[src/rtl/uart_pkg.sv]
// Shared types and helpers for the UART receive path: FSM state encoding,
// parity modes and frame-length arithmetic.
package uart_pkg;

  typedef enum logic [2:0] {
    ST_IDLE   = 3'd0,
    ST_START  = 3'd1,
    ST_DATA   = 3'd2,
    ST_PARITY = 3'd3,
    ST_STOP   = 3'd4
  } rx_state_e;

  localparam logic [1:0] PAR_NONE = 2'd0;
  localparam logic [1:0] PAR_EVEN = 2'd1;
  localparam logic [1:0] PAR_ODD  = 2'd2;

  // Total bits on the line for one frame, start bit included.
  function automatic logic [3:0] frame_len(input int data_bits, input int parity_en,
                                           input int stop_bits);
    int n;
    n = data_bits + parity_en + stop_bits + 32'sd1;
    return n[3:0];
  endfunction

  // Parity bit a transmitter would send; unused upper data bits must be zero.
  function automatic logic parity_bit(input logic [8:0] data, input logic [1:0] mode);
    return (^data) ^ (mode == PAR_ODD);
  endfunction

endpackage

[src/rtl/uart_rx_sync.sv]
// Two-flop synchroniser for the asynchronous serial input; resets to the
// idle (high) line level so no false start is seen coming out of reset.
module uart_rx_sync (
  input  logic clk,
  input  logic rst_n,
  input  logic d,
  output logic q
);

  logic meta_q;
  logic sync_q;

  // Synchroniser chain
  always_ff @(posedge clk or negedge rst_n) begin
    if (!rst_n) begin
      meta_q <= 1'b1;
      sync_q <= 1'b1;
    end else begin
      meta_q <= d;
      sync_q <= meta_q;
    end
  end

  assign q = sync_q;

endmodule

[src/rtl/uart_rx_frame.sv]
// UART receive engine: start-bit qualification on the oversampled tick,
// data/parity/stop sampling, and a one-deep valid/ready output register.
module uart_rx_frame
  import uart_pkg::*;
#(
  parameter int DATA_BITS  = 8,
  parameter int OVERSAMPLE = 16,
  parameter int PARITY_EN  = 0,
  parameter int PARITY_ODD = 0,
  parameter int STOP_BITS  = 1
) (
  input  logic                 clk,
  input  logic                 rst_n,
  input  logic                 sel,
  input  logic                 rx_en,
  input  logic                 baud_tick,
  input  logic                 rxd,
  input  logic                 rx_ready,
  output logic [DATA_BITS-1:0] rx_data,
  output logic                 rx_valid,
  output logic                 frame_err,
  output logic                 parity_err,
  output logic                 overrun,
  output logic                 busy,
  output logic [3:0]           bit_cnt
);

  localparam int TW = $clog2(OVERSAMPLE);
  localparam logic [TW-1:0] TICK_MID  = TW'(OVERSAMPLE / 32'sd2 - 32'sd1);
  localparam logic [TW-1:0] TICK_LAST = TW'(OVERSAMPLE - 32'sd1);
  localparam logic [TW-1:0] TICK_ONE  = {{(TW-1){1'b0}}, 1'b1};
  localparam logic [3:0]    DATA_LAST = 4'(DATA_BITS);
  localparam logic [3:0]    STOP_LAST = frame_len(DATA_BITS, PARITY_EN, STOP_BITS) - 4'd1;
  localparam logic [1:0]    PAR_MODE  = (PARITY_EN == 0) ? PAR_NONE :
                                        ((PARITY_ODD == 0) ? PAR_EVEN : PAR_ODD);

  logic                 rxs_s;
  rx_state_e            state_q, state_d;
  logic [TW-1:0]        tick_q, tick_d, tick_inc_s;
  logic [3:0]           bit_cnt_q, bit_cnt_d;
  logic [DATA_BITS-1:0] shift_q, shift_d;
  logic                 pe_q, pe_d, fe_q, fe_d;
  logic                 rxs_prev_q;
  logic [DATA_BITS-1:0] data_q, data_d;
  logic                 valid_q, valid_d;
  logic                 ferr_q, ferr_d;
  logic                 perr_q, perr_d;
  logic                 ovr_q, ovr_d;
  logic                 busy_q;
  logic                 sample_s, done_s, fe_now_s;
  logic [8:0]           data9_s;

  uart_rx_sync u_sync (
    .clk   (clk),
    .rst_n (rst_n),
    .d     (rxd),
    .q     (rxs_s)
  );

  // Next-state, bit sampling and output-register update
  always_comb begin
    state_d   = state_q;
    tick_d    = tick_q;
    bit_cnt_d = bit_cnt_q;
    shift_d   = shift_q;
    pe_d      = pe_q;
    fe_d      = fe_q;
    data_d    = data_q;
    ferr_d    = ferr_q;
    perr_d    = perr_q;
    ovr_d     = 1'b0;
    done_s    = 1'b0;
    fe_now_s  = fe_q | ~rxs_s;
    data9_s   = 9'd0;
    data9_s[DATA_BITS-1:0] = shift_q;
    // The start bit is checked at half a period; every later bit one full period on.
    sample_s   = baud_tick && (tick_q == ((state_q == ST_START) ? TICK_MID : TICK_LAST));
    tick_inc_s = baud_tick ? (tick_q + TICK_ONE) : tick_q;

    if (valid_q && rx_ready) valid_d = 1'b0;
    else                     valid_d = valid_q;

    if (!(sel && rx_en)) begin
      state_d   = ST_IDLE;
      tick_d    = '0;
      bit_cnt_d = 4'd0;
    end else begin
      case (state_q)
        ST_IDLE: begin
          tick_d    = '0;
          bit_cnt_d = 4'd0;
          if (rxs_prev_q && !rxs_s) begin
            state_d = ST_START;
            pe_d    = 1'b0;
            fe_d    = 1'b0;
          end else begin
            state_d = ST_IDLE;
          end
        end
        ST_START: begin
          if (!sample_s) begin
            tick_d = tick_inc_s;
          end else if (rxs_s) begin
            state_d = ST_IDLE;
            tick_d  = '0;
          end else begin
            state_d   = ST_DATA;
            tick_d    = '0;
            bit_cnt_d = 4'd1;
          end
        end
        ST_DATA: begin
          if (!sample_s) begin
            tick_d = tick_inc_s;
          end else begin
            tick_d    = '0;
            shift_d   = {rxs_s, shift_q[DATA_BITS-1:1]};
            bit_cnt_d = bit_cnt_q + 4'd1;
            if (bit_cnt_q == DATA_LAST) state_d = (PARITY_EN != 0) ? ST_PARITY : ST_STOP;
            else                        state_d = ST_DATA;
          end
        end
        ST_PARITY: begin
          if (!sample_s) begin
            tick_d = tick_inc_s;
          end else begin
            tick_d    = '0;
            bit_cnt_d = bit_cnt_q + 4'd1;
            state_d   = ST_STOP;
            if (rxs_s != parity_bit(data9_s, PAR_MODE)) pe_d = 1'b1;
            else                                         pe_d = pe_q;
          end
        end
        ST_STOP: begin
          if (!sample_s) begin
            tick_d = tick_inc_s;
          end else begin
            tick_d = '0;
            if (bit_cnt_q == STOP_LAST) begin
              state_d   = ST_IDLE;
              bit_cnt_d = 4'd0;
              done_s    = 1'b1;
            end else begin
              fe_d      = fe_now_s;
              bit_cnt_d = bit_cnt_q + 4'd1;
            end
          end
        end
        default: begin
          state_d   = ST_IDLE;
          tick_d    = '0;
          bit_cnt_d = 4'd0;
        end
      endcase
    end

    // A finished frame loads only if the held one is gone or leaves this cycle.
    if (done_s && (!valid_q || rx_ready)) begin
      data_d  = shift_q;
      ferr_d  = fe_now_s;
      perr_d  = pe_q;
      valid_d = 1'b1;
    end else if (done_s) begin
      ovr_d = 1'b1;
    end else begin
      ovr_d = 1'b0;
    end
  end

  // State and output registers
  always_ff @(posedge clk or negedge rst_n) begin
    if (!rst_n) begin
      state_q    <= ST_IDLE;
      tick_q     <= '0;
      bit_cnt_q  <= 4'd0;
      shift_q    <= '0;
      pe_q       <= 1'b0;
      fe_q       <= 1'b0;
      rxs_prev_q <= 1'b1;
      data_q     <= '0;
      valid_q    <= 1'b0;
      ferr_q     <= 1'b0;
      perr_q     <= 1'b0;
      ovr_q      <= 1'b0;
      busy_q     <= 1'b0;
    end else begin
      state_q    <= state_d;
      tick_q     <= tick_d;
      bit_cnt_q  <= bit_cnt_d;
      shift_q    <= shift_d;
      pe_q       <= pe_d;
      fe_q       <= fe_d;
      rxs_prev_q <= rxs_s;
      data_q     <= data_d;
      valid_q    <= valid_d;
      ferr_q     <= ferr_d;
      perr_q     <= perr_d;
      ovr_q      <= ovr_d;
      busy_q     <= (state_d != ST_IDLE);
    end
  end

  assign rx_data    = data_q;
  assign rx_valid   = valid_q;
  assign frame_err  = ferr_q;
  assign parity_err = perr_q;
  assign overrun    = ovr_q;
  assign busy       = busy_q;
  assign bit_cnt    = bit_cnt_q;

endmodule

[config.mk]
export PLATFORM = sky130hd
export DESIGN_NAME = uart_rx_frame
export DESIGN_NICKNAME = d
export VERILOG_FILES = /design/src/rtl/uart_pkg.sv /design/src/rtl/uart_rx_sync.sv /design/src/rtl/uart_rx_frame.sv
export SDC_FILE = /design/constraint.sdc
export NUM_CORES = 1
export LEC_CHECK = 0
export CORE_ASPECT_RATIO = 0.75
export CORE_UTILIZATION = 55
export CTS_BUF_LIST = sky130_fd_sc_hd__clkbuf_16
export CTS_CLUSTER_SIZE = 24
export DETAILED_ROUTE_END_ITERATION = 7
export PLACE_DENSITY_LB_ADDON = 0.1
export SYNTH_ARGS = -nofsm -noshare
export SYNTH_HDL_FRONTEND = slang
export SYNTH_SLANG_ARGS = --single-unit
[constraint.sdc]
create_clock -name clk -period 5.3 [get_ports clk]
set_input_delay 0.53 -clock clk [delete_from_list [all_inputs] [get_ports clk]]
set_output_delay 0.53 -clock clk [all_outputs]
set_load 0.02 [all_outputs]
; ---- Yosys cells after proc, flatten, opt, wreduce, memory -nomap -nowiden
; Cells that the tools add are included.
[word_totals]
reg_bits = 37
in_bits = 7
elab_cells = 94
output_inout_bits = 17
[op_classes]
n_reduce_logical = 20
n_addsub = 2
bitwise = 2
n_mux = 37
eq_ne = 18
[ops]
columns = cell, n
row1 = $mux W4, 11
row2 = $mux W3, 7
row3 = $pmux W3 S5, 1
row4 = $mux W1, 14
row5 = $ne A3 B3 Y1 const B, 4
row6 = $pmux W4 S3, 1
row7 = $ne A2 B2 Y1 const B, 5
row8 = $reduce_and A5 Y1, 2
row9 = $reduce_xor A9 Y1, 1
row10 = $add A4 B1 Y4 const B, 2
row11 = $eq A4 B4 Y1 const B, 2
row12 = $eq A3 B2 Y1 const B, 2
row13 = $reduce_bool A2 Y1, 3
row14 = $logic_and A1 B1 Y1, 5
row15 = $eq A4 B4 Y1, 1
row16 = $ne A4 B4 Y1 const B, 1
row17 = $pmux W1 S2, 2
row18 = $reduce_and A4 Y1, 1
row19 = $reduce_or A4 Y1, 1
row20 = $eq A3 B1 Y1 const B, 1
row21 = $eq A3 B3 Y1 const B, 1
row22 = $logic_not A3 Y1, 1
row23 = $reduce_and A3 Y1, 1
row24 = $reduce_bool A3 Y1, 1
row25 = 7 further kinds, 8

; ---- Depth between registers and ports, before layout
[logic_depth]
ltp_word = 9
mapped_depth = 8
ltp_nobuf = 7

; ---- Cells and area by module
; Synthesis repeated with hierarchy kept, for this count alone.
[hier_totals]
hier_cells = 160
area_unflattened_um2 = 1860.5
[modules_own_cells]
columns = mod, instances, area_each_um2, seq_area_each_um2, cells_per_inst
row1 = uart_rx_frame, 1, 1808.0, 877.1, 158
row2 = uart_rx_sync, 1, 52.6, 52.6, 2

; ---- Worst setup path after synthesis
; No wires, ideal clock.
[synth_timing]
path_type = reg-to-reg
from = reg bit_cnt_q[1] (netlist: bit_cnt[1])
to = reg bit_cnt_q[3] (netlist: bit_cnt[3])
arrival_time_ns = 1.799
setup_slack_ns = 3.421
path_buffers = 0
required_time_ns = 5.220
period_less_slack_ns = 1.879
setup_ns = 0.080
path_stages_with_launch = 8
path_cell_list = dfrtp_1 > inv_1 > ha_1 > nand3b_1 > a31oi_1 > or2_1 > or4_1 > o211ai_2
[synth_via]
elab_chain_cells = 5
elab_cells_between_ends = 7
cone_classes = 1 x add/sub / 1 x eq/ne / 5 x mux
[synth_rtl]
columns = element, line
row1 = from (decl), uart_rx_frame.sv:40  ; logic [3:0] bit_cnt_q, bit_cnt_d;
row2 = from (signal assigned), uart_rx_frame.sv:189  ; bit_cnt_q <= bit_cnt_d;
row3 = $add A4 B1 Y4 / $eq A4 B4 Y1 (equally long branches), -
row4 = $mux W4, uart_rx_frame.sv:139  ; if (bit_cnt_q == STOP_LAST) begin
row5 = $mux W4, uart_rx_frame.sv:135  ; if (!sample_s) begin
row6 = $pmux W4 S3 *, uart_rx_frame.sv:88  ; case (state_q)
row7 = $mux W4 *, uart_rx_frame.sv:83  ; if (!(sel && rx_en)) begin
; Mark *: on every way between the ends. The rest lies on a longest branch, timed or not. The select of a mux whose other input is x is not followed.
; A chain may end at the register's enable or synchronous reset.

; ---- Worst setup path after layout
[layout_timing]
from = in sel
to = reg ferr_q (netlist: frame_err)
[layout_via]
elab_chain_cells = 3
[layout_rtl]
columns = element, line
row1 = from (decl), uart_rx_frame.sv:14  ; input logic sel,
row2 = $logic_and A1 B1 Y1, uart_rx_frame.sv:83
row3 = $mux W1, uart_rx_frame.sv:83
row4 = $logic_and A1 B1 Y1, uart_rx_frame.sv:158  ; if (done_s && (!valid_q || rx_ready)) begin
row5 = to (signal assigned), uart_rx_frame.sv:196  ; ferr_q <= ferr_d;
row6 = to (decl), uart_rx_frame.sv:46  ; logic ferr_q, ferr_d;
; No other way between the ends.

==> metrics <==
Leakage roughly 1 nW; Yosys warnings 0; Power Dens Cells approximately 260 nW/um2; clock skew 0.00242 ns; Setup Fix Bufs, Post-CTS 0; Clk Latency, worst-skew pair ~0.27 ns; CP Launch Type input port; Slew Limit Fails 0; First DRT Iteration DRCs 86; Mean Syn Cell Area 11.7 um2; CTS resizes 0; number of distinct library cells after synthesis 45; Antenna Nets Post-Route 0; Crit Path Class input port to flip-flop; Die Ht roughly 52 um; outcome complete, no violations; max incr delay on CP between 0.7 and 0.8 ns; Final GP Congestion approximately 0.84; Fmax about 350 MHz; Crit. End Element flip-flop; filler cell count 221; clk root buf clkbuf_16; critical path's slowest cell nor2b_1; initial core utilization about 60%; Main synth FF type dfrtp_1; Final period util 53.2%; Vias/cell 5.79; via count approximately 1.3k; first-pass GRT wire length between 5000 and 6000 um; area of the core 3080 um2; wire per inst between 15 and 20 um; end of the worst register-to-register path frame_err$_DFFE_PN0P_; final hold vios 0; worst relative slew slack between 40% and 50%; Async S/R FF share, synth between 90% and 100%; vias in the first global route roughly 1.3k; num rows 17; H-tree levels 2; DR DRC count 0; Post-Route WL approximately 3400 um; # setup viols final 0; die area 3630 um2; setup TNS 0 ns; Worst VDD drop around 340 uV; Critical Path Start sel; number of synthesized register bits 37; post-route design area around 2200 um2; worst-margin pin slew about 0.89 ns; number of clock sinks 37; # IOs 24; Final min period roughly 2.8 ns; cell area after synthesis 1870 um2; syn_nets between 150 and 200; R2R cell count 7; hold crit path type input port to async pin; largest net degree at the start of global routing 38; Cell Area, Placed about 2100 um2; CP max FO 10; fin nets approximately 190; RSZ-0062 raised after global routing no; FF-to-FF setup slack between 2 and 3 ns; instance count of the mapped netlist 160; maxcap violations 0; initial antenna violation count 0; clk slew on worst S/H paths around 0.050 ns; TritonCTS clock tree built; number of port buffers 23; Num CTS Buffers 5; area growth from synthesis to layout 18.2%; total global-route track usage 21.5%; share of layout cells above drive strength 1 between 10% and 20%; Final HPWL DP between 2000 and 2500 um; Pre-antenna DRT Iters 4; Hold Buf Count CTS 0; Chip Width a little under 70 um; Crit path required time roughly 5.5 ns; GR Overflow Total 0; CTS Buffer Depth 2; CP Cell Sequence clkdlybuf4s50_1 > nand2_1 > nor3_1 > nand3_1 > nor2b_1 > mux2_2; crit path DAT roughly 3.0 ns; RR Startpoint bit_cnt[1]$_DFFE_PN0P_; number of flops mapped to enable cells by yosys 0; n_diodes 0; share of the yosys chip area belonging to registers 49.8%
report_power, final:
part | switching, mW | internal (mW)
Sequential | 0.00288 | 0.286
Combinational | 0.0130 | 0.00835
Clock | 0.0983 | 0.168
Total | 0.114 | 0.462
worst max-delay path by stage:
stage / endpoint / depth (start not counted)
final: frame_err$_DFFE_PN0P_ / 6
after global routing: rx_data[6]$_DFFE_PN0P_ / 6
after CTS: frame_err$_DFFE_PN0P_ / 6
after detailed placement: frame_err$_DFFE_PN0P_ / 6
after global placement: rx_data[5]$_DFFE_PN0P_ / 6
after floorplan: bit_cnt[3]$_DFFE_PN0P_ / 7
Yosys cell counts (2+ instances only):
master | count | area [um2]
dfrtp_1 | 34 | 851
nor2_1 | 11 | 41.3
mux2_2 | 10 | 113
xnor2_1 | 10 | 87.6
nand2_1 | 9 | 33.8
mux2_4 | 8 | 120
inv_1 | 7 | 26.3
a21oi_1 | 6 | 30.0
o21ai_0 | 6 | 30.0
ha_1 | 4 | 50.1
nand3_1 | 4 | 20.0
nor3_1 | 4 | 20.0
buf_4 | 3 | 22.5
buf_6 | 3 | 33.8
dfstp_2 | 3 | 78.8
a31oi_1 | 2 | 12.5
mux2i_1 | 2 | 20.0
nand2b_1 | 2 | 12.5
nand3b_1 | 2 | 15.0
nor2b_1 | 2 | 12.5
o21a_1 | 2 | 15.0
or3_1 | 2 | 12.5
xor2_1 | 2 | 17.5
routing by layer:
layer | global-route usage, % | vias up | wire (um)
met4 | 7.82 | 0 | 31
met5 | 0 | - | 0
met3 | 5.77 | 5 | 153
met1 | 29.9 | 626 | 1740
li1 | - | 608 | -
met2 | 32.7 | 34 | 1490
state kept, by name (all words and copies together), names as in the netlist:
| signal | flops |
|---|---|
| shift_q | 8 |
| pe_q | 1 |
| busy | 1 |
| bit_cnt | 4 |
| state_q | 3 |
| frame_err | 1 |
| fe_q | 1 |
| tick_q | 4 |
| rx_data | 8 |
| rxs_prev_q | 1 |
| rx_valid | 1 |
| parity_err | 1 |
| overrun | 1 |
| u_sync.meta_q | 1 |
| u_sync.q | 1 |
final cells by class:
cell class / instances / area, um2 / area share, %
Clock buffer: 5 / 125 / 5.67
Clock inverter: 2 / 7.51 / 0.340
Inverter: 7 / 26.3 / 1.19
Multi-Input combinational cell: 108 / 845 / 38.3
Sequential cell: 37 / 930 / 42.1
Tap cell: 38 / 47.5 / 2.16
Timing Repair Buffer: 23 / 225 / 10.2
critical path, delay by kind of cell:
family,cells,cell delay (ns)
simple gates,4,1.50
buf+inv,1,0.52
mux,1,0.42
logic make-up (layout without fill, tap and decap cells):
group	Yosys count	count (layout)	synth area share, %
buffers and inverters	15	37	4.90
DFF	37	37	49.8
muxes	20	20	13.5
adders and majority gates	4	4	2.68
AOI/OAI and AO/OA	26	26	9.52
and+or+nand+nor	46	46	13.9
xor gates and xnor gates	12	12	5.63
stage by stage:
step	utilization, %	instances	worst slack (ns)	hold WS [ns]	total power [mW]
final	71.5	220	2.48	0.344	0.576
after global routing	71.5	220	2.33	0.361	0.595
after CTS	71.5	220	2.54	0.359	0.581
after detailed placement	67.2	213	2.26	0.350	0.315
after global placement	67.2	213	2.31	0.348	0.314
after floorplan	-	160	3.42	0.234	0.302
layout by cell type (no fill, tap or decap), types with 2 or more instances in the layout:
cell type,count
dfrtp_1,34
clkdlybuf4s50_1,22
nor2_1,11
xnor2_1,10
mux2_2,10
nand2_1,9
inv_1,8
mux2_4,8
o21ai_0,6
a21oi_1,6
clkbuf_16,5
nor3_1,4
nand3_1,4
ha_1,4
dfstp_2,3
nor2b_1,2
mux2i_1,2
a31oi_1,2
nand3b_1,2
nand2b_1,2
o21a_1,2
or3_1,2
xor2_1,2
(Power assumes the default switching activity.)
